**config.mk**
```make
export PLATFORM = sky130hd
export DESIGN_NAME = multicycle_controller
export DESIGN_NICKNAME = d
export VERILOG_FILES = /design/src/rtl/mc_pkg.sv /design/src/rtl/mc_decode.sv /design/src/rtl/multicycle_controller.sv
export SDC_FILE = /design/constraint.sdc
export NUM_CORES = 1
export LEC_CHECK = 0
export ABC_AREA = 1
export ABC_CLOCK_PERIOD_IN_PS = 2050
export CAP_MARGIN = 30
export CORE_MARGIN = 2
export CORE_UTILIZATION = 35
export CTS_BUF_LIST = sky130_fd_sc_hd__clkbuf_2 sky130_fd_sc_hd__clkbuf_4 sky130_fd_sc_hd__clkbuf_8
export DETAILED_ROUTE_END_ITERATION = 10
export PLACE_DENSITY_LB_ADDON = 0.3
export SLEW_MARGIN = 15
export SYNTH_ARGS = -nofsm -noshare
export SYNTH_HDL_FRONTEND = slang
export SYNTH_SLANG_ARGS = --single-unit
```
**constraint.sdc**
```tcl
create_clock -name i_clk -period 2.05 [get_ports i_clk]
set_clock_uncertainty 0.15 [all_clocks]
set_input_delay 0.5125 -clock i_clk [delete_from_list [all_inputs] [get_ports i_clk]]
set_output_delay 0.5125 -clock i_clk [all_outputs]
set_load 0.01 [all_outputs]
```
**src/rtl/mc_pkg.sv**
```systemverilog
// -----------------------------------------------------------------------------
// mc_pkg
// Shared definitions for the multicycle controller:
//   - state_t     : 8-bit FSM state encoding (these values are visible on the
//                   State_Out / Next_State ports)
//   - OP_*        : opcode values held in the top four instruction bits
//   - get_field   : pulls a right-justified bit field out of an instruction word
//   - get_opcode  : the opcode field of a WIDTH-bit instruction
//   - exec_state  : the state that DECODE moves to for a given opcode
// Instruction words are zero-extended to MAX_W bits before they are passed to
// the helpers, so one set of functions serves every legal WIDTH.
// -----------------------------------------------------------------------------
package mc_pkg;

  typedef enum logic [7:0] {
    ST_INIT   = 8'd0,
    ST_FETCH  = 8'd1,
    ST_DECODE = 8'd2,
    ST_LOAD_A = 8'd3,
    ST_LOAD_B = 8'd4,
    ST_STORE  = 8'd5,
    ST_ALU    = 8'd6,
    ST_HALT   = 8'd7,
    ST_NOOP   = 8'd8
  } state_t;

  localparam logic [3:0] OP_NOOP     = 4'd0;
  localparam logic [3:0] OP_STORE    = 4'd1;
  localparam logic [3:0] OP_LOAD     = 4'd2;
  localparam logic [3:0] OP_ALU_BASE = 4'd3;
  localparam logic [3:0] OP_HALT     = 4'd15;

  // Widest instruction word the helpers can handle.
  localparam int MAX_W = 64;

  // Returns ir[msb -: len], right-justified and zero-filled above.
  function automatic logic [MAX_W-1:0] get_field(input logic [MAX_W-1:0] ir,
                                                 input int msb, input int len);
    logic [MAX_W-1:0] mask;
    mask = ~({MAX_W{1'b1}} << len);
    return (ir >> (msb - len + 1)) & mask;
  endfunction

  function automatic logic [3:0] get_opcode(input logic [MAX_W-1:0] ir, input int width);
    return 4'(get_field(ir, width - 1, 4));
  endfunction

  function automatic state_t exec_state(input logic [3:0] op);
    case (op)
      OP_NOOP:  return ST_NOOP;
      OP_STORE: return ST_STORE;
      OP_LOAD:  return ST_LOAD_A;
      OP_HALT:  return ST_HALT;
      default:  return ST_ALU;   // opcodes 3..14
    endcase
  endfunction

endpackage

```
**src/rtl/mc_decode.sv**
```systemverilog
// -----------------------------------------------------------------------------
// mc_decode
// Moore control decode: current state + instruction register -> datapath and
// instruction-memory control. Every output is zero unless the current state
// drives it, so asserting reset (which forces the state to INIT) drops all
// strobes without waiting for a clock edge.
// Ports:
//   i_state                     current FSM state
//   i_ir                        instruction register
//   o_i_rd                      instruction fetch request (FETCH)
//   o_d_addr, o_d_wr            data-memory address / write strobe
//   o_rf_s                      register write-data select (1 = memory)
//   o_rf_w_en                   register write enable
//   o_rf_w_addr/a_addr/b_addr   register-file addresses
//   o_alu_sel                   ALU operation (opcode - 3)
// -----------------------------------------------------------------------------
module mc_decode
  import mc_pkg::*;
#(
  parameter int WIDTH    = 16,
  parameter int D_ADDR_W = 8,
  parameter int R_ADDR_W = 4
) (
  input  state_t              i_state,
  input  logic [WIDTH-1:0]    i_ir,
  output logic                o_i_rd,
  output logic [D_ADDR_W-1:0] o_d_addr,
  output logic                o_d_wr,
  output logic                o_rf_s,
  output logic                o_rf_w_en,
  output logic [R_ADDR_W-1:0] o_rf_w_addr,
  output logic [R_ADDR_W-1:0] o_rf_a_addr,
  output logic [R_ADDR_W-1:0] o_rf_b_addr,
  output logic [3:0]          o_alu_sel
);

  logic [MAX_W-1:0]    w_ir_ext;
  logic [3:0]          w_opcode;
  logic [R_ADDR_W-1:0] w_ra;
  logic [R_ADDR_W-1:0] w_rb;
  logic [R_ADDR_W-1:0] w_rw;
  logic [D_ADDR_W-1:0] w_mem_addr;

  assign w_ir_ext   = MAX_W'(i_ir);
  assign w_opcode   = get_opcode(w_ir_ext, WIDTH);
  // ra sits just below the opcode; rb and rw are the next two fields down.
  assign w_ra       = R_ADDR_W'(get_field(w_ir_ext, WIDTH - 5, R_ADDR_W));
  assign w_rb       = R_ADDR_W'(get_field(w_ir_ext, WIDTH - 5 - R_ADDR_W, R_ADDR_W));
  assign w_rw       = R_ADDR_W'(get_field(w_ir_ext, WIDTH - 5 - 2 * R_ADDR_W, R_ADDR_W));
  assign w_mem_addr = D_ADDR_W'(get_field(w_ir_ext, D_ADDR_W - 1, D_ADDR_W));

  always_comb begin
    // NOTE: every output gets a default before the case so no path leaves a
    // signal unassigned, which would otherwise infer a latch.
    o_i_rd      = 1'b0;
    o_d_addr    = '0;
    o_d_wr      = 1'b0;
    o_rf_s      = 1'b0;
    o_rf_w_en   = 1'b0;
    o_rf_w_addr = '0;
    o_rf_a_addr = '0;
    o_rf_b_addr = '0;
    o_alu_sel   = '0;

    case (i_state)
      ST_FETCH: begin
        o_i_rd = 1'b1;
      end
      ST_LOAD_A: begin
        o_d_addr    = w_mem_addr;
        o_rf_s      = 1'b1;
        o_rf_w_addr = w_ra;
      end
      ST_LOAD_B: begin
        // Memory read data is captured into ra in this second cycle.
        o_d_addr    = w_mem_addr;
        o_rf_s      = 1'b1;
        o_rf_w_en   = 1'b1;
        o_rf_w_addr = w_ra;
      end
      ST_STORE: begin
        o_d_addr    = w_mem_addr;
        o_rf_a_addr = w_ra;
        o_d_wr      = 1'b1;
      end
      ST_ALU: begin
        o_rf_a_addr = w_ra;
        o_rf_b_addr = w_rb;
        o_rf_w_addr = w_rw;
        o_alu_sel   = w_opcode - OP_ALU_BASE;
        o_rf_s      = 1'b0;
        o_rf_w_en   = 1'b1;
      end
      default: ;
    endcase
  end

endmodule

```
**src/rtl/multicycle_controller.sv**
```systemverilog
// -----------------------------------------------------------------------------
// multicycle_controller
// Multicycle fetch/decode/execute sequencer for the register-file/ALU/data
// memory datapath. It holds the FSM, PC, IR and retired-instruction counter;
// control decode lives in mc_decode.
// Ports:
//   i_clk, i_rst            clock / asynchronous active-high reset
//   i_resume                leaves HALT when high at a clock edge
//   o_i_rd, o_i_addr        instruction fetch request / address (= PC)
//   i_i_valid, i_i_data     instruction data valid / instruction word
//   o_d_addr, o_d_wr        data-memory address / write strobe
//   o_rf_s, o_rf_w_en       register write-data select / write enable
//   o_rf_w_addr, o_rf_a_addr, o_rf_b_addr   register addresses
//   o_alu_sel               ALU operation
//   o_ir, o_pc              instruction register / program counter
//   o_state, o_next_state   current and next FSM encoding
//   o_retired               retired-instruction count (wraps)
//   o_halted                high in HALT
// -----------------------------------------------------------------------------
module multicycle_controller
  import mc_pkg::*;
#(
  parameter int WIDTH    = 16,
  parameter int D_ADDR_W = 8,
  parameter int R_ADDR_W = 4,
  parameter int I_ADDR_W = 7
) (
  input  logic                i_clk,
  input  logic                i_rst,
  input  logic                i_resume,
  output logic                o_i_rd,
  output logic [I_ADDR_W-1:0] o_i_addr,
  input  logic                i_i_valid,
  input  logic [WIDTH-1:0]    i_i_data,
  output logic [D_ADDR_W-1:0] o_d_addr,
  output logic                o_d_wr,
  output logic                o_rf_s,
  output logic                o_rf_w_en,
  output logic [R_ADDR_W-1:0] o_rf_w_addr,
  output logic [R_ADDR_W-1:0] o_rf_a_addr,
  output logic [R_ADDR_W-1:0] o_rf_b_addr,
  output logic [3:0]          o_alu_sel,
  output logic [WIDTH-1:0]    o_ir,
  output logic [I_ADDR_W-1:0] o_pc,
  output logic [7:0]          o_state,
  output logic [7:0]          o_next_state,
  output logic [15:0]         o_retired,
  output logic                o_halted
);

  // Parameter sanity, checked at elaboration.
  if (WIDTH != 4 + R_ADDR_W + D_ADDR_W) begin : g_bad_width
    $error("multicycle_controller: WIDTH must equal 4 + R_ADDR_W + D_ADDR_W");
  end
  if (D_ADDR_W < 2 * R_ADDR_W) begin : g_bad_d_addr_w
    $error("multicycle_controller: D_ADDR_W must be >= 2 * R_ADDR_W");
  end
  if (WIDTH > MAX_W) begin : g_too_wide
    $error("multicycle_controller: WIDTH exceeds mc_pkg::MAX_W");
  end

  state_t              r_state;
  state_t              w_next_state;
  logic [I_ADDR_W-1:0] r_pc;
  logic [WIDTH-1:0]    r_ir;
  logic [15:0]         r_retired;
  logic [3:0]          w_opcode;
  logic                w_fetch_done;
  logic                w_retire;

  assign w_opcode     = get_opcode(MAX_W'(r_ir), WIDTH);
  assign w_fetch_done = (r_state == ST_FETCH) && i_i_valid;

  // An instruction retires as it leaves its last execute state; HALT counts
  // on entry so a long halt does not delay the count.
  assign w_retire = (r_state inside {ST_LOAD_B, ST_STORE, ST_ALU, ST_NOOP}) ||
                    ((r_state == ST_DECODE) && (w_next_state == ST_HALT));

  // ---------------------------------------------------------------------------
  // FSM process 1: state register
  // ---------------------------------------------------------------------------
  always_ff @(posedge i_clk or posedge i_rst) begin
    if (i_rst) begin
      // NOTE: non-blocking assignments for all clocked state, so every register
      // samples pre-edge values regardless of block ordering.
      r_state <= ST_INIT;
    end else begin
      r_state <= w_next_state;
    end
  end

  // ---------------------------------------------------------------------------
  // FSM process 2: next-state logic
  // ---------------------------------------------------------------------------
  always_comb begin
    w_next_state = r_state;
    case (r_state)
      ST_INIT:   w_next_state = ST_FETCH;
      ST_FETCH:  if (i_i_valid) w_next_state = ST_DECODE;
      ST_DECODE: w_next_state = exec_state(w_opcode);
      ST_LOAD_A: w_next_state = ST_LOAD_B;
      ST_LOAD_B,
      ST_STORE,
      ST_ALU,
      ST_NOOP:   w_next_state = ST_FETCH;
      ST_HALT:   if (i_resume) w_next_state = ST_FETCH;
      default:   w_next_state = ST_INIT;
    endcase
  end

  // ---------------------------------------------------------------------------
  // PC, IR and retired counter
  // ---------------------------------------------------------------------------
  always_ff @(posedge i_clk or posedge i_rst) begin
    if (i_rst) begin
      // NOTE: only these few control registers take a reset; they define the
      // restart point, and there is no storage array here to clear.
      r_pc      <= '0;
      r_ir      <= '0;
      r_retired <= '0;
    end else begin
      if (w_fetch_done) begin
        r_ir <= i_i_data;
        r_pc <= r_pc + 1'b1;   // wraps naturally at 2^I_ADDR_W
      end
      if (w_retire) begin
        r_retired <= r_retired + 16'd1;
      end
    end
  end

  // ---------------------------------------------------------------------------
  // FSM process 3: Moore output decode
  // ---------------------------------------------------------------------------
  mc_decode #(
    .WIDTH    (WIDTH),
    .D_ADDR_W (D_ADDR_W),
    .R_ADDR_W (R_ADDR_W)
  ) u_decode (
    .i_state     (r_state),
    .i_ir        (r_ir),
    .o_i_rd      (o_i_rd),
    .o_d_addr    (o_d_addr),
    .o_d_wr      (o_d_wr),
    .o_rf_s      (o_rf_s),
    .o_rf_w_en   (o_rf_w_en),
    .o_rf_w_addr (o_rf_w_addr),
    .o_rf_a_addr (o_rf_a_addr),
    .o_rf_b_addr (o_rf_b_addr),
    .o_alu_sel   (o_alu_sel)
  );

  assign o_i_addr     = r_pc;
  assign o_pc         = r_pc;
  assign o_ir         = r_ir;
  assign o_state      = r_state;
  assign o_next_state = w_next_state;
  assign o_retired    = r_retired;
  assign o_halted     = (r_state == ST_HALT);

endmodule

```
==> Yosys cells after proc, flatten, opt, wreduce, memory -nomap -nowiden <==
Cells that the tools add are included.
{ "word_totals": {"ff_bits": 47, "out_inout_bits": 91, "wordCells": 43} }
{ "op_classes": {"n_addsub": 3, "n_eq_ne": 12, "muxes": 13, "n_reduce_logical": 11} }
{ "ops": {"columns": ["cell", "count"], "rows": [
  ["8-bit by 3-bit equality test with 1-bit output (second input constant)", 5],
  ["8-bit one-hot mux with 5 select lines", 1],
  ["8-bit two-way mux", 3],
  ["16-bit by 1-bit adder with 16-bit output (second input constant)", 1],
  ["8-bit by 2-bit equality test with 1-bit output (second input constant)", 2],
  ["4-bit one-hot mux with 4 select lines", 1],
  ["4-bit two-way mux", 3],
  ["8-bit by 1-bit equality test with 1-bit output (second input constant)", 1],
  ["8-bit by 4-bit equality test with 1-bit output (second input constant)", 1],
  ["8-bit logical NOT", 1],
  ["4-bit one-hot mux with 2 select lines", 1],
  ["7-bit by 1-bit adder with 7-bit output (second input constant)", 1],
  ["2-bit OR reduction", 3],
  ["5-bit OR reduction", 1],
  ["4-bit by 1-bit equality test with 1-bit output (second input constant)", 1],
  ["4-bit by 2-bit equality test with 1-bit output (second input constant)", 1],
  ["4-bit equality test (second input constant)", 1],
  ["4-bit logical NOT", 1],
  ["1-bit two-way mux", 4],
  ["4-bit nonzero test", 1],
  ["4-bit by 2-bit subtractor with 4-bit output (second input constant)", 1],
  ["3-bit OR reduction", 1],
  ["1-bit logical AND", 2],
  ["1-bit logical OR", 1]
]} }

==> Logic depth before layout (Yosys ltp) <==
Gate-level depths: netlist of run 1.
{ "depth": {"word_depth": 6, "ltp_mapped": 11, "mapped_depth_nobuf": 10} }

==> Modules after synthesis <==
From an unflattened synthesis of run 1, not the netlist that was laid out.
{ "hier_totals": {"cells_unflattened": 379, "area_unflattened_um2": 2897.8} }
{ "by_module_without_submodules": {"columns": ["mod", "instances", "cells_per_inst", "area_per_inst_um2", "seq_area_each_um2"], "rows": [
  ["multicycle_controller", 1, 299, 2443.6, 1176.1],
  ["mc_decode", 1, 80, 454.2, 0.0]
]} }

==> Worst setup path before layout of run 1 <==
No wires, ideal clock.
{ "synth_path": {"kind": "reg-to-output", "startpoint": "reg r_state[7], in the netlist o_state[7]", "endpoint": "out o_rf_w_addr[0]", "arrival_time_ps": 1480, "path_slack_ps": -93, "stages_incl_launch_ff": 8, "cell_sequence": "dfrtp_1 nor2_1 nand2_1 inv_2 nand2_1 o21ai_0 inv_1 o22ai_1"} }
{ "synth_via": {"elab_chain_len": 3, "word_cells_on_any_way": 5} }
{ "synth_rtl": {"columns": ["element", "line_no", "rtl"], "rows": [
  ["start: declaration", "multicycle_controller.sv:62", "state_t r_state;"],
  ["start signal: assignment", "multicycle_controller.sv:88", "r_state <= w_next_state;"],
  ["8-bit by 3-bit equality test with 1-bit output or 8-bit by 2-bit equality test with 1-bit output (tied branches)", "mc_decode.sv:65", "case (i_state)"],
  ["2-bit OR reduction (no line)", null, null],
  ["4-bit one-hot mux with 2 select lines (*)", "mc_decode.sv:65", null],
  ["end: declaration", "multicycle_controller.sv:39", "output logic [R_ADDR_W-1:0] o_rf_w_addr,"]
]} }
Every way passes the cells marked *; elsewhere a longest branch is shown, timed or not.

==> Worst setup path after layout of run 1 <==
{ "layout_path": {"startpoint": "reg r_ir[12], in the netlist o_ir[12]", "endpoint": "out o_next_state[0]"} }
{ "layout_via": {"elab_chain_len": 3, "word_cells_on_any_way": 6} }
{ "layout_rtl": {"columns": ["element", "line_no", "rtl"], "rows": [
  ["start: declaration", "multicycle_controller.sv:65", "logic [WIDTH-1:0] r_ir;"],
  ["start signal: assignment", "multicycle_controller.sv:123", "r_ir <= i_i_data;"],
  ["4-bit equality test, or another cell as far along", "mc_pkg.sv:49", "case (op)"],
  ["4-bit one-hot mux with 4 select lines (*)", "mc_pkg.sv:49", null],
  ["8-bit one-hot mux with 5 select lines (*)", "multicycle_controller.sv:97", "case (r_state)"],
  ["end: declaration", "multicycle_controller.sv:46", "output logic [7:0] o_next_state,"]
]} }
Marked as above.

==> flow_summary_export.csv, run 1 <==
group,metric,value,unit
routing,viasPerCell,4.69,
critical_path,worst-r2r-cell-count,13,
finish,nFillCells,608,
clock_network,clk_path_buf_depth,2,
min_path,hold_path_depth,1,
finish,postLayoutCellArea,4810,um^2
synth,yosys.area.top_type,"dfrtp_1",
timing,fin_crit_sh,119,%
floorplan,dieArea,8220,um^2
synth,synth_area,2630,um^2
synth,yosysWarnings,0,
synth,synth_mux_area_share,0,%
timing,min_period,2.44,ns
synth,ys_top_cells_by_area,"dfrtp_1 45%, nand2_1 11%, nand3_1 5.5%",
pwr,p_total,1.89,mW
pwr,power.leakage,2.32,nW
critical_path,cp.arrival,1.78,ns
pwr,p_per_area,393,nW/um^2
routing,drc,0,
status,status,"complete, but fails checks",
synth,netlist.area_leader.share,44.8,%
synth,yosysMostFrequentCell,"nand2_1",
min_path,hold_path.class,"reg -> reg",
synth,synth_adder_area_share,2.86,%
critical_path,critPathLaunchType,"flop",
critical_path,crit_fanout,3,
min_path,min_from,"o_i_addr[6]",
floorplan,coreArea,7250,um^2
timing,drv_slew,0,
critical_path,r2r_slack,-0.15,ns
finish,n_antenna_cell,0,
finish,fin_util,66.3,%
synth,synth_compound_area_share,6.33,%
finish,syn2layout_area_growth,83.1,%
timing,rsz0062_at_grt,"true",
timing,setup_slack,-0.393,ns
pwr,clock_power_share,30.6,%
synth,synth_cell_type_count,32,
status,violations,"negative setup slack",
floorplan,die_w,90.6,um
floorplan,ioPinCount,111,
routing,drtIter0Drc,88,
clock_network,cts_buffers,5,
finish,fin_cells,596,
finish,layout.nets,522,
clock_network,cts_hold_buf,0,
synth,avgSynthCellArea,8.13,um^2
clock_network,cts-root-buf,"clkbuf_8",
pwr,p_int,1.38,mW
run,drv_cap,0,
pwr,netSwitchingPower,0.507,mW
synth,syn_inst,323,
global_route,antenna_found_initial,0,
synth,yosys-top-cells-count,"74 x nand2_1, 47 x dfrtp_1, 33 x inv_1",
timing,fmax,0.409,GHz
floorplan,fp.dieH,90.6,um
routing,drt-wirelength-per-cell,14.3,um
clock_network,tritoncts,"done",
critical_path,path_class,"reg -> out",
place,port_buffers,106,
timing,hold_viol_final,0,
critical_path,critPathRequiredTime,1.39,ns
synth,async_reset_ff_share,100,%
clock_network,clk_pin_slew,0.09,ns
synth,synth_xor_area_share,7.00,%
critical_path,cp-end-kind,"primary output",
place,dpl-instance-area,4110,um^2
global_route,grt_max_degree,48,
synth,synth_top_family_by_area,"simple AND/OR/NAND/NOR gates",
floorplan,rows,31,
clock_network,cts.sinks,47,
critical_path,r2r_end,"o_retired[1]",
critical_path,r2r-start,"o_state[3]",
global_route,grt.overflow.total,0,
clock_network,clkLatencyLatePin,0.30,ns
min_path,hold_path_end,"o_i_addr[6]",
pwr,p_seq_share,52.0,%
synth,ys_seq_area_share,44.8,%
pwr,irDropWorstVdd,0.272,mV
pwr,netSwitchingFraction,26.8,%
routing,dr.pass1.iters,4,
global_route,grt_pass1_vias,2625,
place,place_congestion,0.844,
pwr,power_frac_comb,17.4,%
place,post-dp-hpwl,5520,um
clock_network,htreeDepth,2,
synth,synth_edf_count,0,
global_route,grt_pass1_wl,12400,um
place,dp.cells,565,
synth,yosys.area_share.simple,28.7,%
routing,drt-total-wl,8540,um
floorplan,start_util,36.2,%
routing,drtAntennaViolNets,0,
synth,ys_ff_latch,47,
timing,finalSetupViolCount,49,
global_route,grt.total_usage,18.6,%
routing,num_vias,2793,
finish,final_layout_size_suffix_gt1_share,44.1,%
synth,synth_flop_cell,"dfrtp_1",
[cell usage in the layout (no fill, tap or decap), types with 8 or more instances in the layout]
cell type / n
buf_6: 30
nor2_4: 14
buf_4: 54
nand3_2: 20
dfrtp_2: 10
xnor2_1: 9
conb_1: 8
nor2_1: 17
buf_2: 20
dfrtp_1: 37
o21ai_0: 14
clkdlybuf4s50_1: 62
nand2_1: 64
inv_2: 9
nand3_1: 9
inv_1: 24
xor2_1: 11
[area by class of cell]
class                   count  area, um^2  share of cell area (%)
flip-flops and latches     47        1190                    24.7
multi-input cells         227        1620                    33.7
clock inverters             2        12.5                   0.260
inverters                  37         154                    3.20
well taps                  99         124                    2.57
clock buffers               6        76.3                    1.59
repair buffers            178        1630                    33.9
[power by group through the flow]
stage / Combinational, mW / Clock [mW] / Sequential, mW
6_report: 0.329 / 0.579 / 0.982
3_5_place_dp: 0.261 / 0 / 0.998
2_1_floorplan: 0.0852 / 0 / 1.01
4_1_cts: 0.280 / 0.588 / 0.979
5_1_grt: 0.355 / 0.634 / 0.986
3_3_place_gp: 0.257 / 0 / 0.997
[per-layer routing]
| metal | global-route usage (%) | vias to the layer above | share of wire [%] | wire length (um) |
|---|---|---|---|---|
| met4 | 5.00 | 0 | 1.4 | 123 |
| met2 | 33.5 | 86 | 54 | 4580 |
| met5 | 0 | - | 0 | 0 |
| li1 | - | 1353 | - | - |
| met3 | 5.76 | 11 | 6.4 | 547 |
| met1 | 21.2 | 1343 | 38 | 3280 |
[critical path, stage by stage (launching register included)]
cell,delay (ns)
dfrtp_1,0.42
buf_6,0.14
ha_4,0.15
inv_2,0.06
nor3_2,0.05
o21ai_2,0.15
clkinv_2,0.09
nor3_2,0.17
o21ai_1,0.10
buf_2,0.15
[timing repair]
action,CTS,global route
endpoints found under the setup margin,39,71
pin swaps,18,43
resized for setup,203,96
gates cloned,0,1
setup buffers,11,15
[per-stage QoR]
stage / hold slack (ns) / TNS [ns] / setup slack [ns]
5_1_grt: 0.369 / -14.62 / -0.474
6_report: 0.350 / -9.89 / -0.393
2_1_floorplan: 0.373 / 0 / 0.0000939
3_5_place_dp: 0.341 / -13.70 / -0.469
3_3_place_gp: 0.328 / -12.87 / -0.454
4_1_cts: 0.354 / -8.85 / -0.346
[cell families after synthesis]
kind of cell,count (synthesis)
xor+xnor,21
other cells,1
flops,47
compound gates,29
buf+inv,56
simple gates,163
fa+ha+maj,6
[registers in the layout, summed over array words and instances, names as in the netlist]
register,flops
o_ir,16
o_i_addr,7
o_retired,16
o_state,8
[worst max-delay path by stage]
stage          startpoint         endpoint  slack [ns]
3_5_place_dp    i_i_valid  o_next_state[0]       -0.47
5_1_grt          o_ir[12]  o_next_state[0]       -0.47
2_1_floorplan    o_ir[12]  o_next_state[0]     0.00009
3_3_place_gp     i_resume  o_next_state[2]       -0.45
6_report         o_ir[12]  o_next_state[0]       -0.39
4_1_cts          o_ir[12]  o_next_state[0]       -0.35
No activity file was read; power rests on OpenSTA's default activity.
==> run 2: changes to the inputs <==
- CORE_UTILIZATION: 35 -> 44
==> run 2 against run 1 <==
  * The run still ends with negative setup slack left
  * Clock power up 2%
  * Register-to-register slack better by 0.09 ns
  * Global-route usage up 6.8 points
  * Setup slack worse by 0.054 ns
  * Core utilization up 13 points
  * Maximum frequency down 2.1%
  * Count of clock-buffer cells in the layout down 1
  * Combinational power up 3%
  * Sequential power about the same
  * Die area down 20%
  * Critical path type unchanged
  * Final area down 3.8%
  * Wire length up 5.3%
==> flow_summary_export.csv, run 2 (same netlist as run 1, synthesis figures left out) <==
group,metric,value,unit
status,status,"complete, but fails checks",
status,violations,"negative setup slack",
run,drv_cap,0,
timing,finalSetupViolCount,49,
timing,min_period,2.50,ns
timing,rsz0062_at_grt,"true",
floorplan,rows,28,
place,port_buffers,106,
min_path,hold_path.class,"reg -> reg",
global_route,grt_pass1_wl,13000,um
pwr,p_total,1.91,mW
critical_path,cp-end-kind,"primary output",
finish,nFillCells,366,
place,dpl-instance-area,4050,um^2
global_route,grt.overflow.total,0,
routing,viasPerCell,5.06,
critical_path,cp.arrival,1.83,ns
global_route,grt_pass1_vias,2738,
clock_network,tritoncts,"done",
pwr,power.leakage,2.32,nW
routing,drtIter0Drc,152,
pwr,p_per_area,413,nW/um^2
clock_network,cts_buffers,5,
routing,drt-total-wl,8990,um
critical_path,path_class,"reg -> out",
timing,fin_crit_sh,122,%
clock_network,htreeDepth,2,
clock_network,clkLatencyLatePin,0.31,ns
routing,num_vias,2904,
timing,setup_slack,-0.447,ns
finish,final_layout_size_suffix_gt1_share,39.7,%
clock_network,cts-root-buf,"clkbuf_8",
floorplan,dieArea,6610,um^2
routing,dr.pass1.iters,4,
critical_path,critPathLaunchType,"flop",
floorplan,fp.dieH,81.3,um
critical_path,critPathRequiredTime,1.39,ns
finish,syn2layout_area_growth,76.2,%
clock_network,clk_pin_slew,0.10,ns
global_route,antenna_found_initial,0,
critical_path,crit_fanout,3,
finish,n_antenna_cell,0,
finish,layout.cells.most_common_list,"64 x nand2_1, 63 x clkdlybuf4s50_1, 52 x buf_4",
floorplan,coreArea,5850,um^2
routing,drc,0,
finish,layout.nets,524,
floorplan,die_w,81.3,um
floorplan,ioPinCount,111,
place,post-dp-hpwl,5290,um
timing,hold_viol_final,0,
pwr,irDropWorstVdd,0.247,mV
timing,drv_slew,0,
finish,postLayoutCellArea,4630,um^2
clock_network,cts_hold_buf,0,
global_route,grt_max_degree,48,
routing,drt-wirelength-per-cell,15.7,um
clock_network,cts.sinks,47,
clock_network,clk_path_buf_depth,2,
floorplan,start_util,44.9,%
finish,final_common_cell,"nand2_1",
timing,fmax,0.401,GHz
routing,drtAntennaViolNets,0,
global_route,grt.total_usage,25.4,%
place,place_congestion,0.884,
run 2: changes by cell type in the layout (fill, tap and decap cells not counted), moves of 2 or more:
cell	delta
dfrtp_1	+2
nor2_4	-4
nor2_1	+3
dfrtp_2	-2
nand3_1	+13
buf_12	-2
buf_2	+5
buf_4	-2
inv_2	+2
ha_4	+2
ha_2	-2
dlymetal6s2s_1	+2
nand3_2	-13
run 2: through the flow:
step / hold WS (ns) / setup TNS, ns / util, % / instances / setup WS [ns]
finish: 0.350 / -9.96 / 79.1 / 574 / -0.447
global route: 0.375 / -12.79 / 79.1 / 574 / -0.511
CTS: 0.354 / -7.63 / 74.5 / 562 / -0.406
detailed placement: 0.336 / -12.25 / 69.2 / 539 / -0.433
global placement: 0.329 / -10.58 / 69.2 / 539 / -0.396
floorplan: 0.373 / 0 / - / 330 / 0.0000939
run 2: worst max-delay path: stages (launching register included):
cell and delay, ns:
dfrtp_1 0.45, buf_6 0.15, ha_4 0.16, nand3_2 0.09, nand2_2 0.07, o21ai_2 0.13, inv_2 0.07, nor3_2 0.11
o21ai_1 0.12, buf_2 0.17
run 2: timing repair:
| item | CTS | global route |
|---|---|---|
| gates resized for setup | 210 | 55 |
| pin swaps | 20 | 26 |
| gates cloned | 1 | 0 |
| endpoints found under the hold margin | 0 | 0 |
| setup buffers | 15 | 17 |
| setup endpoints to repair | 39 | 77 |
run 2: final cells by class:
cell class	count	area [um^2]	area share (%)
multi-input combinational	227	1510	32.6
clock buffer	5	68.8	1.49
tap	75	93.8	2.03
clock inverter	3	20.0	0.432
timing repair buffer	180	1600	34.6
inverter	37	148	3.19
sequential	47	1190	25.6
run 2: final timing paths:
path / from / endpoint / slack (ns) / cells after the start
max: o_ir[13] / o_next_state[0] / -0.45 / 9
min: o_i_addr[6] / o_i_addr[6] / 0.35 / 1
max reg2reg: o_ir[13] / o_retired[13] / -0.06 / 12
min reg2reg: o_i_addr[6] / o_i_addr[6] / 0.35 / 1
min in group asynchronous: i_rst / o_i_addr[6] / 0.41 / 3
max in group asynchronous: i_rst / o_state[2] / 1.11 / 3
run 2: routing by layer:
| metal | share of wire (%) | global-route usage, % | vias up |
|---|---|---|---|
| met5 | 0 | 0 | - |
| met4 | 2.7 | 8.64 | 0 |
| met3 | 7.0 | 6.78 | 24 |
| met2 | 51 | 44.4 | 128 |
| met1 | 39 | 29.8 | 1385 |
| li1 | - | - | 1367 |
run 2: report_power, final:
part	internal (mW)	switching [mW]	total (mW)
Sequential	0.957	0.0275	0.985
Combinational	0.180	0.158	0.338
Clock	0.238	0.351	0.589
